**config.mk**
```make
export PLATFORM = sky130hd
export DESIGN_NAME = aib_mac_tx_link
export DESIGN_NICKNAME = d
export VERILOG_FILES = /design/src/rtl/aib_mac_tx_pkg.sv /design/src/rtl/aib_mac_tx_framer.sv /design/src/rtl/aib_mac_tx_link.sv
export SDC_FILE = /design/constraint.sdc
export NUM_CORES = 1
export LEC_CHECK = 0
export ABC_AREA = 0
export ABC_CLOCK_PERIOD_IN_PS = 4300
export CORE_AREA = 2 2 101 103
export DETAILED_ROUTE_END_ITERATION = 10
export DIE_AREA = 0 0 103 105
export HOLD_SLACK_MARGIN = 0.03
export PLACE_DENSITY = 0.91
export SYNTH_ARGS = -nofsm -noshare
export SYNTH_HDL_FRONTEND = slang
export SYNTH_SLANG_ARGS = --single-unit
```
**constraint.sdc**
```tcl
create_clock -name m_wr_clk -period 4.3 [get_ports m_wr_clk]
set_input_delay 0.86 -clock m_wr_clk [delete_from_list [all_inputs] [get_ports m_wr_clk]]
set_output_delay 0.86 -clock m_wr_clk [all_outputs]
set_load 0.03 [all_outputs]
```
**src/rtl/aib_mac_tx_pkg.sv**
```systemverilog
// Shared types and sizing helpers for the AIB MAC transmit link controller.
package aib_mac_tx_pkg;

    typedef enum logic [2:0] {
        ST_IDLE      = 3'd0,
        ST_WAIT_CONF = 3'd1,
        ST_LOCK_REQ  = 3'd2,
        ST_ALIGN     = 3'd3,
        ST_DATA      = 3'd4
    } tx_state_e;

    // Default half-word width and the marker position that goes with it.
    localparam int DWIDTH_DEF = 40;
    localparam int MARK_BIT   = 2 * DWIDTH_DEF - 1;

    // Marker sits in the top bit of the full 2*DWIDTH word.
    function automatic int mark_bit(input int dwidth);
        return 2 * dwidth - 1;
    endfunction

    // Bits needed to hold the values 0..max_val (at least one bit).
    function automatic int cnt_w(input int max_val);
        return (max_val < 2) ? 1 : $clog2(max_val + 1);
    endfunction

endpackage

```
**src/rtl/aib_mac_tx_framer.sv**
```systemverilog
// Word framer: marker cadence counter plus the registered data_in word.
// While framing, every word carries the marker bit on the cadence and either
// the accepted payload or zeros; outside framing the word is all zero.
module aib_mac_tx_framer
    import aib_mac_tx_pkg::*;
#(
    parameter int DWIDTH      = 40,
    parameter int MARK_PERIOD = 4
) (
    input  logic                clk_i,
    input  logic                rst_i,
    input  logic                frame_en,
    input  logic                accept_i,
    input  logic [2*DWIDTH-2:0] user_data_i,
    output logic [2*DWIDTH-1:0] data_o
);

    localparam int MB = mark_bit(DWIDTH);
    localparam int MW = cnt_w(MARK_PERIOD - 1);
    localparam logic [MW-1:0] MLAST = MW'(MARK_PERIOD - 1);

    logic [MW-1:0]       mcnt_q, mcnt_d;
    logic [2*DWIDTH-1:0] data_q, data_d;
    logic                marker;

    assign marker = (mcnt_q == '0);

    // Cadence free-runs while framing and parks at 0 otherwise, so the first
    // ALIGN word always carries a marker and ALIGN->DATA keeps the phase.
    always_comb begin
        mcnt_d = '0;
        if (frame_en) begin
            mcnt_d = (mcnt_q == MLAST) ? '0 : mcnt_q + 1'b1;
        end
    end

    // Word mux: marker + payload when a word is accepted, marker + zeros otherwise.
    always_comb begin
        data_d = '0;
        if (frame_en) begin
            data_d[MB] = marker;
            if (accept_i) begin
                data_d[MB-1:0] = user_data_i;
            end
        end
    end

    // Cadence counter and output word register.
    always_ff @(posedge clk_i or posedge rst_i) begin
        if (rst_i) begin
            mcnt_q <= '0;
            data_q <= '0;
        end else begin
            mcnt_q <= mcnt_d;
            data_q <= data_d;
        end
    end

    assign data_o = data_q;

endmodule

```
**src/rtl/aib_mac_tx_link.sv**
```systemverilog
// MAC-side transmit link controller for one AIB channel. Sequences near-side
// bring-up, requests DCC/DLL lock, streams alignment words until the far-end
// receiver is locked, then frames user payload onto data_in.
module aib_mac_tx_link
    import aib_mac_tx_pkg::*;
#(
    parameter int DWIDTH      = 40,
    parameter int MARK_PERIOD = 4,
    parameter int ALIGN_MIN   = 16,
    parameter int TIMEOUT_CYC = 4096
) (
    input  logic                m_wr_clk,
    input  logic                m_wr_rst,
    input  logic                i_conf_done,
    input  logic                ns_adapter_rstn,
    input  logic                ms_tx_transfer_en,
    input  logic                fs_mac_rdy,
    input  logic                fs_rx_align_done,
    input  logic [2*DWIDTH-2:0] user_data,
    input  logic                user_valid,
    output logic                user_ready,
    output logic [2*DWIDTH-1:0] data_in,
    output logic                ms_tx_dcc_dll_lock_req,
    output logic                ns_mac_rdy,
    output logic                link_up,
    output logic                err_timeout
);

    localparam int AW = cnt_w(ALIGN_MIN);
    localparam int TW = cnt_w(TIMEOUT_CYC);
    localparam logic [AW-1:0] ALIGN_LAST = AW'(ALIGN_MIN);
    localparam logic [TW-1:0] TMO_LAST   = TW'(TIMEOUT_CYC);

    tx_state_e     state_q, state_d;
    logic [AW-1:0] align_cnt_q, align_cnt_d;
    logic [TW-1:0] tmo_cnt_q, tmo_cnt_d;
    logic          err_q, err_d;
    logic          link_ok;
    logic          frame_en;
    logic          accept;
    logic          waiting_d;

    assign link_ok = i_conf_done & ns_adapter_rstn;

    // State register.
    always_ff @(posedge m_wr_clk or posedge m_wr_rst) begin
        if (m_wr_rst) begin
            state_q <= ST_IDLE;
        end else begin
            state_q <= state_d;
        end
    end

    // Next state: a lost link or TX path always wins over a forward move.
    always_comb begin
        state_d = state_q;
        case (state_q)
            ST_IDLE: state_d = ST_WAIT_CONF;
            ST_WAIT_CONF: begin
                if (link_ok) state_d = ST_LOCK_REQ;
            end
            ST_LOCK_REQ: begin
                if (!link_ok)               state_d = ST_WAIT_CONF;
                else if (ms_tx_transfer_en) state_d = ST_ALIGN;
            end
            ST_ALIGN: begin
                if (!link_ok || !ms_tx_transfer_en) begin
                    state_d = ST_WAIT_CONF;
                end else if (fs_mac_rdy && fs_rx_align_done &&
                             (align_cnt_q == ALIGN_LAST)) begin
                    state_d = ST_DATA;
                end
            end
            ST_DATA: begin
                if (!link_ok || !ms_tx_transfer_en) state_d = ST_WAIT_CONF;
            end
            default: state_d = ST_IDLE;
        endcase
    end

    // Moore outputs decoded straight from the state register.
    always_comb begin
        ms_tx_dcc_dll_lock_req = 1'b0;
        ns_mac_rdy             = 1'b0;
        user_ready             = 1'b0;
        link_up                = 1'b0;
        frame_en               = 1'b0;
        case (state_q)
            ST_LOCK_REQ: begin
                ms_tx_dcc_dll_lock_req = 1'b1;
            end
            ST_ALIGN: begin
                ms_tx_dcc_dll_lock_req = 1'b1;
                ns_mac_rdy             = 1'b1;
                frame_en               = 1'b1;
            end
            ST_DATA: begin
                ms_tx_dcc_dll_lock_req = 1'b1;
                ns_mac_rdy             = 1'b1;
                user_ready             = 1'b1;
                link_up                = 1'b1;
                frame_en               = 1'b1;
            end
            default: ;
        endcase
    end

    assign accept = user_ready & user_valid;

    // Alignment word count; the word sent in the entry cycle counts as the
    // first one, so DATA is reachable after exactly ALIGN_MIN ALIGN cycles.
    always_comb begin
        align_cnt_d = align_cnt_q;
        if (state_d == ST_ALIGN && state_q != ST_ALIGN) begin
            align_cnt_d = AW'(1);
        end else if (state_q == ST_ALIGN && align_cnt_q != ALIGN_LAST) begin
            align_cnt_d = align_cnt_q + 1'b1;
        end
    end

    assign waiting_d = (state_d == ST_LOCK_REQ) || (state_d == ST_ALIGN);

    // Wait timer: restarts on every LOCK_REQ/ALIGN entry, saturates, and
    // raises the sticky error; only re-entering WAIT_CONF clears the error.
    always_comb begin
        tmo_cnt_d = '0;
        if (waiting_d && state_d == state_q) begin
            tmo_cnt_d = (tmo_cnt_q == TMO_LAST) ? tmo_cnt_q : tmo_cnt_q + 1'b1;
        end
        err_d = err_q;
        if (state_d == ST_WAIT_CONF && state_q != ST_WAIT_CONF) begin
            err_d = 1'b0;
        end else if (tmo_cnt_d == TMO_LAST) begin
            err_d = 1'b1;
        end
    end

    // Counter and error flag registers.
    always_ff @(posedge m_wr_clk or posedge m_wr_rst) begin
        if (m_wr_rst) begin
            align_cnt_q <= '0;
            tmo_cnt_q   <= '0;
            err_q       <= 1'b0;
        end else begin
            align_cnt_q <= align_cnt_d;
            tmo_cnt_q   <= tmo_cnt_d;
            err_q       <= err_d;
        end
    end

    assign err_timeout = err_q;

    aib_mac_tx_framer #(
        .DWIDTH      (DWIDTH),
        .MARK_PERIOD (MARK_PERIOD)
    ) u_framer (
        .clk_i       (m_wr_clk),
        .rst_i       (m_wr_rst),
        .frame_en    (frame_en),
        .accept_i    (accept),
        .user_data_i (user_data),
        .data_o      (data_in)
    );

endmodule
```
* After elaboration in Yosys (flattened, before gate mapping)
Cells that the tools add are included.
** Word-level totals
- Latch bits :: 0
- Flip-flop bits (word level) :: 104
- Logic and storage cells :: 62
- Input port bits :: 87
- Bits in writable memories :: 0
- Memories kept :: 0
- ROM bits :: 0
- Output and inout bits :: 85
** Cells by class
- Multiply operators :: 0
- Reductions and logical operators :: 16
- Magnitude comparators :: 0
- Shift operators :: 0
- Equality and inequality tests :: 15
- Mux-type cells :: 20
- Divide/modulo/power cells :: 0
- Add/sub/neg operators :: 3
- Bitwise operators :: 2
** Operators by type and width (number)
- 80-bit two-way mux :: 1
- 79-bit two-way mux :: 1
- 13-bit == test (second input constant) :: 2
- 13-bit two-way mux :: 2
- 3-bit two-way mux :: 6
- 3-bit case mux with 5 select lines :: 1
- 13-bit by 1-bit adder with 13-bit output (second input constant) :: 1
- 3-bit by 2-bit == test with 1-bit output (second input constant) :: 4
- 5-bit two-way mux :: 2
- 3-bit by 1-bit == test with 1-bit output (second input constant) :: 2
- 1-bit logical AND :: 6
- 5-bit by 1-bit adder with 5-bit output (second input constant) :: 1
- 5-bit == test (second input constant) :: 1
- 1-bit two-way mux :: 5
- 5-bit inequality test (second input constant) :: 1
- 2-bit two-way mux :: 2
- 2-bit nonzero test :: 2
- 3-bit == test :: 1
- 3-bit == test (second input constant) :: 1
- 3-bit logical NOT :: 1
- 3-bit by 1-bit inequality test with 1-bit output (second input constant) :: 1
- 3-bit by 2-bit inequality test with 1-bit output (second input constant) :: 1
- 3-bit OR reduction :: 1
- 2-bit by 1-bit adder with 2-bit output (second input constant) :: 1
- 6 further kinds :: 9

* Longest topological paths before layout
Gate-level depths: netlist of run 1.
- Depth after elaboration :: 12
- Depth in mapped cells :: 7
- Gate-level depth less buffers :: 7

* Modules after synthesis
From an unflattened synthesis of run 1, not the netlist that was laid out.
** Unflattened totals
- Cells, all modules :: 347
- Area total of the unflattened synthesis :: 4220.3 um^2
** By module, submodules not included
- aib_mac_tx_framer :: cells an instance 185, area an instance 2703.8 um^2, times used 1, sequential area each 2052.0 um^2
- aib_mac_tx_link :: cells an instance 162, area an instance 1516.5 um^2, times used 1, sequential area each 550.5 um^2

* Least setup slack after synthesis of run 1
No wires, ideal clock.
- Path type :: register -> output
- Start :: register state_q[1]
- End :: output port user_ready
- Slack :: 2.250 ns
- Data required time :: 3.440 ns
- Arrival time :: 1.190 ns
- Path buffers :: 1
- Stages on the path, launching flop included :: 5
- Cell sequence :: dfrtp_1 nor2_1 nand2_1 inv_1 buf_4
** On the way
- Longest elaborated chain between the ends :: 2
** Ends and longest elaborated chain
- from (decl) :: line aib_mac_tx_link.sv:34 : tx_state_e state_q, state_d;
- from (signal assigned) :: line aib_mac_tx_link.sv:50 : state_q <= state_d;
- 3-bit == test
- 1-bit two-way mux
- to (decl) :: line aib_mac_tx_link.sv:21 : output logic user_ready,
Every way passes these cells.

* Worst setup path after layout of run 1
- Start :: register state_q[0]
- End :: output port link_up
** On the way
- Longest elaborated chain between the ends :: 2
** Ends and longest elaborated chain
- 3-bit == test :: line aib_mac_tx_link.sv:88 : case (state_q)
- 1-bit two-way mux :: line aib_mac_tx_link.sv:88
- to (decl) :: line aib_mac_tx_link.sv:25 : output logic link_up,
Every way passes these cells.

==> metrics.txt, run 1 <==
setup bufs post-CTS=0; register area share after synthesis=64.8%; CP max FO=11; area taken by multi-input logic gates=0.00131 sq mm; global route total overflow=0; Post-Route WL=9.81 mm; EDFF count, synth=0; Max Fclk=339 MHz; # H-tree levels=3; ys async rst share=100%; CP startpoint kind=flop; synthesized area per cell=11.9 sq um; Worst Hold End=u_framer.mcnt_q[0]; Area growth syn-to-layout=51.2%; fin. max-slew vios=0; hold depth=1; WS Path Type=reg -> out; Tot Pwr=1.87 mW; number of global-route vias before repair=3220; Pwr Density=308 mW/mm^2; Skew-Pair Late Insertion Delay=0.35 ns; drc violations=0; largest net degree at the start of global routing=87; WP data arrival=2.09 ns; min cycle time layout=2.95 ns; port bufs=171; Cells after DPL=629; I/O Pins=172; CTS Hold Bufs=0; Hold Crit Class=reg -> reg; Final Hold Viols=0; cts repair resizes=0; clk buf depth=2; RePlAce Congestion=0.828; Lkg Pwr=2.70 nW; Yosys top cell area share=64.8%; synthesized flop and latch total=104; Post-Layout Cell Count=645; first-iteration detailed-routing DRC count=120; die area=0.0108 sq mm; Crit-path slowest cell=clkdlybuf4s50_1; max_cap viols=0; syn_nets=431; ANT nets after route=0; first-pass GRT wire length=15.8 mm; R2R Path Start=tmo_cnt_q[0]; status=completed; synth top area cells=dfrtp_1 (65%), and2_1 (13%), nor2_1 (2.5%); top_reg_cell synth=dfrtp_1; Antenna diodes=0; Unique masters post-synth=41; Slew @ Worst Pin=1.04 ns; critical path capture point type=output port; Worst Min Path Start=u_framer.mcnt_q[0]; total track usage=19.0%; FP Rows=36; total core area=0.00964 sq mm; crit path cell chain=nor2_1, nand2_1, inv_1, clkdlybuf4s50_1; Initial Util=41.7%; initial antenna violation count=0; Vias/cell=4.73; cell taking the most area after synthesis=dfrtp_1; Die W=103 microns; Synth Cell Area=0.00402 sq mm; TritonRoute pass-1 iters=4; Num CTS Buffers=9; Setup violations, final=0; Crit path largest cell delay=0.68 ns; Fillers=758; Final Core Density=63.0%; dpl hpwl=7.27 mm; fin crit share=68.6%; highest ir drop seen on vdd=0.166 mV; area post-placement=0.00585 sq mm; Die Span Y=105 microns; Vias=3049; share of layout cells above drive strength 1=4.88%; Final Instance Area=0.00608 sq mm; register area=0.00260 sq mm; final net count=600; Final Skew=0.00819 ns; CTS tree=done; CP Data Required Time=3.44 ns; drt wl/cell=15.2 microns; R2R depth=7; slew margin rel.=30.4%; CTS Sinks=104; clock-pin slew on the worst setup and hold paths=0.09 ns; Syn. warnings=0; Setup Total Neg Slack=0 ns; RSZ-0062 raised after global routing=no; CTS root buf=clkbuf_8; Gate Count Post-Synth=338; setup slack, reg-to-reg=2.18 ns; Reg-to-Reg End=err_timeout
worst max path at each step:
stage | startpoint | cells after the start | slack (ns) | end
global placement | ms_tx_transfer_en | 7 | 1.72 | err_timeout
floorplan | m_wr_rst | 1 | 0.71 | align_cnt_q[0]
finish | state_q[0] | 4 | 1.35 | link_up
global route | state_q[0] | 4 | 1.23 | link_up
detailed placement | ms_tx_transfer_en | 7 | 1.65 | err_timeout
CTS | state_q[0] | 4 | 1.35 | link_up
through the flow:
stage / setup WS [ns] / hold WS (ns)
after floorplan: 0.708 / 0.435
after global placement: 1.72 / 0.451
after detailed placement: 1.65 / 0.466
after CTS: 1.35 / 0.483
after global routing: 1.23 / 0.492
final: 1.35 / 0.481
where the power goes:
group	internal [mW]	leakage (nW)	switching, mW	total, mW
Sequential	1.00	1.43	0.0283	1.03
Clock	0.343	0.106	0.319	0.663
Combinational	0.106	1.16	0.0694	0.176
Total	1.45	2.70	0.417	1.87
worst max-delay path, delay by kind of cell (launching register included):
family,cells,cell delay (ns)
buf+inv,2,0.81
flops,1,0.50
simple gates,2,0.42
area by class of cell:
class	instances	share of cell area [%]
Sequential cell	104	42.8
Inverter	11	0.721
Clock buffer	11	2.33
Timing Repair Buffer	174	28.5
Tap cell	133	2.74
Clock inverter	5	1.32
Multi-Input combinational cell	207	21.5
metal layers:
metal,track usage (%),part of all wire (%)
met1,21.0,36
met5,0,0
met2,31.7,51
met3,8.83,10
met4,6.86,2.8
cells in the mapped netlist, drive strengths merged (2+ instances only):
master	n
buf	4
nor3	8
nand2	15
nor4b	2
nor4	4
nand2b	3
nor2	27
ha	6
nand3	6
xnor2	9
inv	11
o21ai	8
and2	82
a22oi	2
a31oi	2
clkbuf	12
a21oi	4
nor2b	2
nand4	6
dfrtp	104
xor2	6
layout by cell type (no fill, tap or decap), types with 3 or more instances in the layout:
cell and n:
nand3_1 5, clkdlybuf4s50_1 171, nand4_1 6, ha_1 6, nand2_1 15, inv_1 10, dfrtp_1 104, clkbuf_8 10
o21ai_0 8, and2_1 82, xor2_1 6, a21oi_1 4, nor2_1 27, nand2b_1 3, xnor2_1 9, buf_4 3
nor3_1 8
cell families (layout without fill, tap and decap cells):
logic type	after synthesis	after routing	share of synthesized area (%)
buffers and inverters	27	201	2.74
AOI/OAI and AO/OA	24	24	3.77
adders and majority gates	6	6	1.87
xor gates and xnor gates	15	15	3.27
DFF	104	104	64.8
and+or+nand+nor	162	162	23.6
registers in the layout (all words and copies together) (netlist names):
name	cells
tmo_cnt_q	13
state_q	3
u_framer.mcnt_q	2
err_timeout	1
u_framer.data_o	80
align_cnt_q	5
Power figures use the tool's default switching activity.
==> run 2, diff against run 1 <==
--- a/config.mk
+++ b/config.mk
@@ -6,12 +6,12 @@
 export NUM_CORES = 1
 export LEC_CHECK = 0
 export ABC_AREA = 0
-export ABC_CLOCK_PERIOD_IN_PS = 4300
-export CORE_AREA = 2 2 101 103
+export ABC_CLOCK_PERIOD_IN_PS = 2500
+export CORE_AREA = 2 2 106 108
 export DETAILED_ROUTE_END_ITERATION = 10
-export DIE_AREA = 0 0 103 105
+export DIE_AREA = 0 0 108 110
 export HOLD_SLACK_MARGIN = 0.03
-export PLACE_DENSITY = 0.91
+export PLACE_DENSITY = 0.87
 export SYNTH_ARGS = -nofsm -noshare
 export SYNTH_HDL_FRONTEND = slang
 export SYNTH_SLANG_ARGS = --single-unit
==> constraint.sdc (replaced) <==
create_clock -name m_wr_clk -period 2.5 [get_ports m_wr_clk]
set_input_delay 0.5 -clock m_wr_clk [delete_from_list [all_inputs] [get_ports m_wr_clk]]
set_output_delay 0.5 -clock m_wr_clk [all_outputs]
set_load 0.03 [all_outputs]
==> run 2 against run 1 <==
  * Sequential power rose by 73%
  * Die area rose by 9.8%
  * Worst hold slack got worse by 0.0092 ns
  * Final cell count rose by 1.2%
  * Critical path depth did not move
  * Clock power rose by 57%
  * Critical endpoint is now ns_mac_rdy
==> metrics.txt, run 2 (synthesis gave the netlist of run 1 again) <==
status=completed; Crit path largest cell delay=0.49 ns (-0.19 ns); Worst Min Path Start=u_framer.mcnt_q[0]; Crit-path slowest cell=dfrtp_1; Post-Route WL=9.70 mm (-1.1%); slew margin rel.=50.9% (+21 points); R2R depth=7 (unchanged); Logic pwr share=9.7% (+0.3 points); die area=0.0119 sq mm (+9.8%); setup bufs post-CTS=0 (unchanged); critical path capture point type=output port; Clock Power Share=33.3% (-2.1 points); I/O Pins=172 (unchanged); drc violations=0 (unchanged); port bufs=171 (unchanged); RSZ-0062 raised after global routing=no; max_cap viols=0 (unchanged); TritonRoute pass-1 iters=4 (unchanged); Worst Hold End=u_framer.mcnt_q[0]; fin worst setup slack=0.228 ns (-1.12 ns); max reg flops=80 (unchanged); pre-CTS setup slack=0.345 ns (-1.30 ns); Die Span Y=110 microns (+4.8%); Hold Crit Class=reg -> reg; critical path startpoint=state_q[0]; min cycle time layout=2.27 ns; clk buf depth=2 (unchanged); final net count=601 (+0.17%); Reg-to-Reg End=err_timeout; number of global-route vias before repair=3123 (-3.0%); highest ir drop seen on vdd=0.429 mV (+160%); largest net degree at the start of global routing=80 (-8.0%); RePlAce Congestion=0.844 (+2.0%); R2R Path Start=tmo_cnt_q[0]; ANT nets after route=0 (unchanged); hold depth=1 (unchanged); first-pass GRT wire length=15.6 mm (-1.4%); Initial Util=37.6% (-4.1 points); Setup Total Neg Slack=0 ns (unchanged); fin. max-slew vios=0 (unchanged); Area growth syn-to-layout=51.8%; register area=0.00260 sq mm (unchanged); Antenna diodes=0 (unchanged); Sw Pwr=0.711 mW (+71%); dpl hpwl=7.36 mm (+1.3%); global route total overflow=0 (unchanged); CTS tree=done; initial antenna violation count=0 (unchanged); Slew @ Worst Pin=0.734 ns (-0.309 ns); Skew-Pair Late Insertion Delay=0.36 ns (about the same); Internal Power=2.41 mW (+66%); Sw Share=22.8% (+0.52 points); WP data arrival=1.77 ns (-0.32 ns); commonest cells after routing, fill and taps aside=clkdlybuf4s50_1 (167), dfrtp_1 (104), and2_1 (82), nor2_1 (27), nand2_1 (15); FP Rows=38 (+5.6%); Num CTS Buffers=9 (unchanged); crit-path most repeated cell=nand2_1; Setup violations, final=0 (unchanged); CTS root buf=clkbuf_8; drt wl/cell=14.8 microns (-2.3%); CP Data Required Time=2.00 ns (-1.44 ns); fin crit share=90.9%; CTS Sinks=104 (unchanged); WS Path Type=reg -> out; Fillers=877 (+16%); Vias/cell=4.53 (-4.1%); Max Fclk=440 MHz; crit path cell chain=nor2_1, nand2_1, nand2_1, dlygate4sd2_1; sequential power share=57.0% (+1.8 points); CP max FO=11 (unchanged); Final Skew=0.00675 ns (-0.00144 ns); setup slack, reg-to-reg=0.47 ns (-1.71 ns); share of layout cells above drive strength 1=4.87% (-0.0095 points); area taken by multi-input logic gates=0.00131 sq mm (unchanged); Die W=108 microns (+4.9%); # H-tree levels=3 (unchanged); total core area=0.0107 sq mm (+11%); first-iteration detailed-routing DRC count=183 (+53%); Vias=2959 (-3.0%); CP startpoint kind=flop; Lkg Pwr=2.72 nW (+0.94%); Pwr Density=511 mW/mm^2 (+66%); total track usage=17.4% (-1.6 points); leading cell type in the layout, fill and taps excluded=clkdlybuf4s50_1; clock-pin slew on the worst setup and hold paths=0.09 ns (about the same); Final Hold Viols=0 (unchanged)
-- run 2: power by group through the flow --
stage / combinational [mW] / sequential [mW] / clock (mW)
3_5_place_dp: 0.307 / 1.81 / 0
4_1_cts: 0.307 / 1.77 / 1.09
3_3_place_gp: 0.297 / 1.80 / 0
2_1_floorplan: 0.132 / 1.80 / 0
6_report: 0.301 / 1.78 / 1.04
5_1_grt: 0.339 / 1.78 / 1.15
-- run 2: layout make-up --
cell class / count / area share [%]
timing repair buffer: 175 / 29.1
multi-input combinational: 207 / 21.4
tap: 140 / 2.87
clock inverter: 4 / 0.861
sequential: 104 / 42.6
inverter: 11 / 0.738
clock buffer: 12 / 2.38
-- run 2: metrics by stage --
| step | cells | power, mW | instance area (sq um) | util [%] | hold WS (ns) |
|---|---|---|---|---|---|
| after floorplan | 338 | 1.93 | 4020 | - | 0.435 |
| after global placement | 637 | 2.10 | 5910 | 55.2 | 0.456 |
| after detailed placement | 637 | 2.11 | 5910 | 55.2 | 0.462 |
| after CTS | 653 | 3.17 | 6100 | 57.0 | 0.475 |
| after global routing | 653 | 3.27 | 6100 | 57.0 | 0.481 |
| final | 653 | 3.12 | 6100 | 57.0 | 0.472 |
-- run 2: how the worst max path moves through the flow --
stage / end / slack [ns]
2_1_floorplan: err_timeout / 0.74
3_3_place_gp: ns_mac_rdy / 0.42
3_5_place_dp: link_up / 0.35
4_1_cts: link_up / 0.20
5_1_grt: ns_mac_rdy / 0.03
6_report: ns_mac_rdy / 0.23
-- run 2: routing by layer --
metal  track usage (%)  wire length [microns]
met1              18.5                   3530
met2              29.9                   4910
met3              8.17                   1100
met4              7.23                    155
met5                 0                      0
-- run 2: repair_timing --
item	4_1_cts	5_1_grt
resized for setup	4	0
hold buffers	0	0
setup endpoints to repair	4	0
-- run 2: critical path: cells and delay by family (launching register included) --
kind                   cells  cell delay [ns]
DFF                        1             0.49
buffers and inverters      1             0.40
and+or+nand+nor            3             0.51
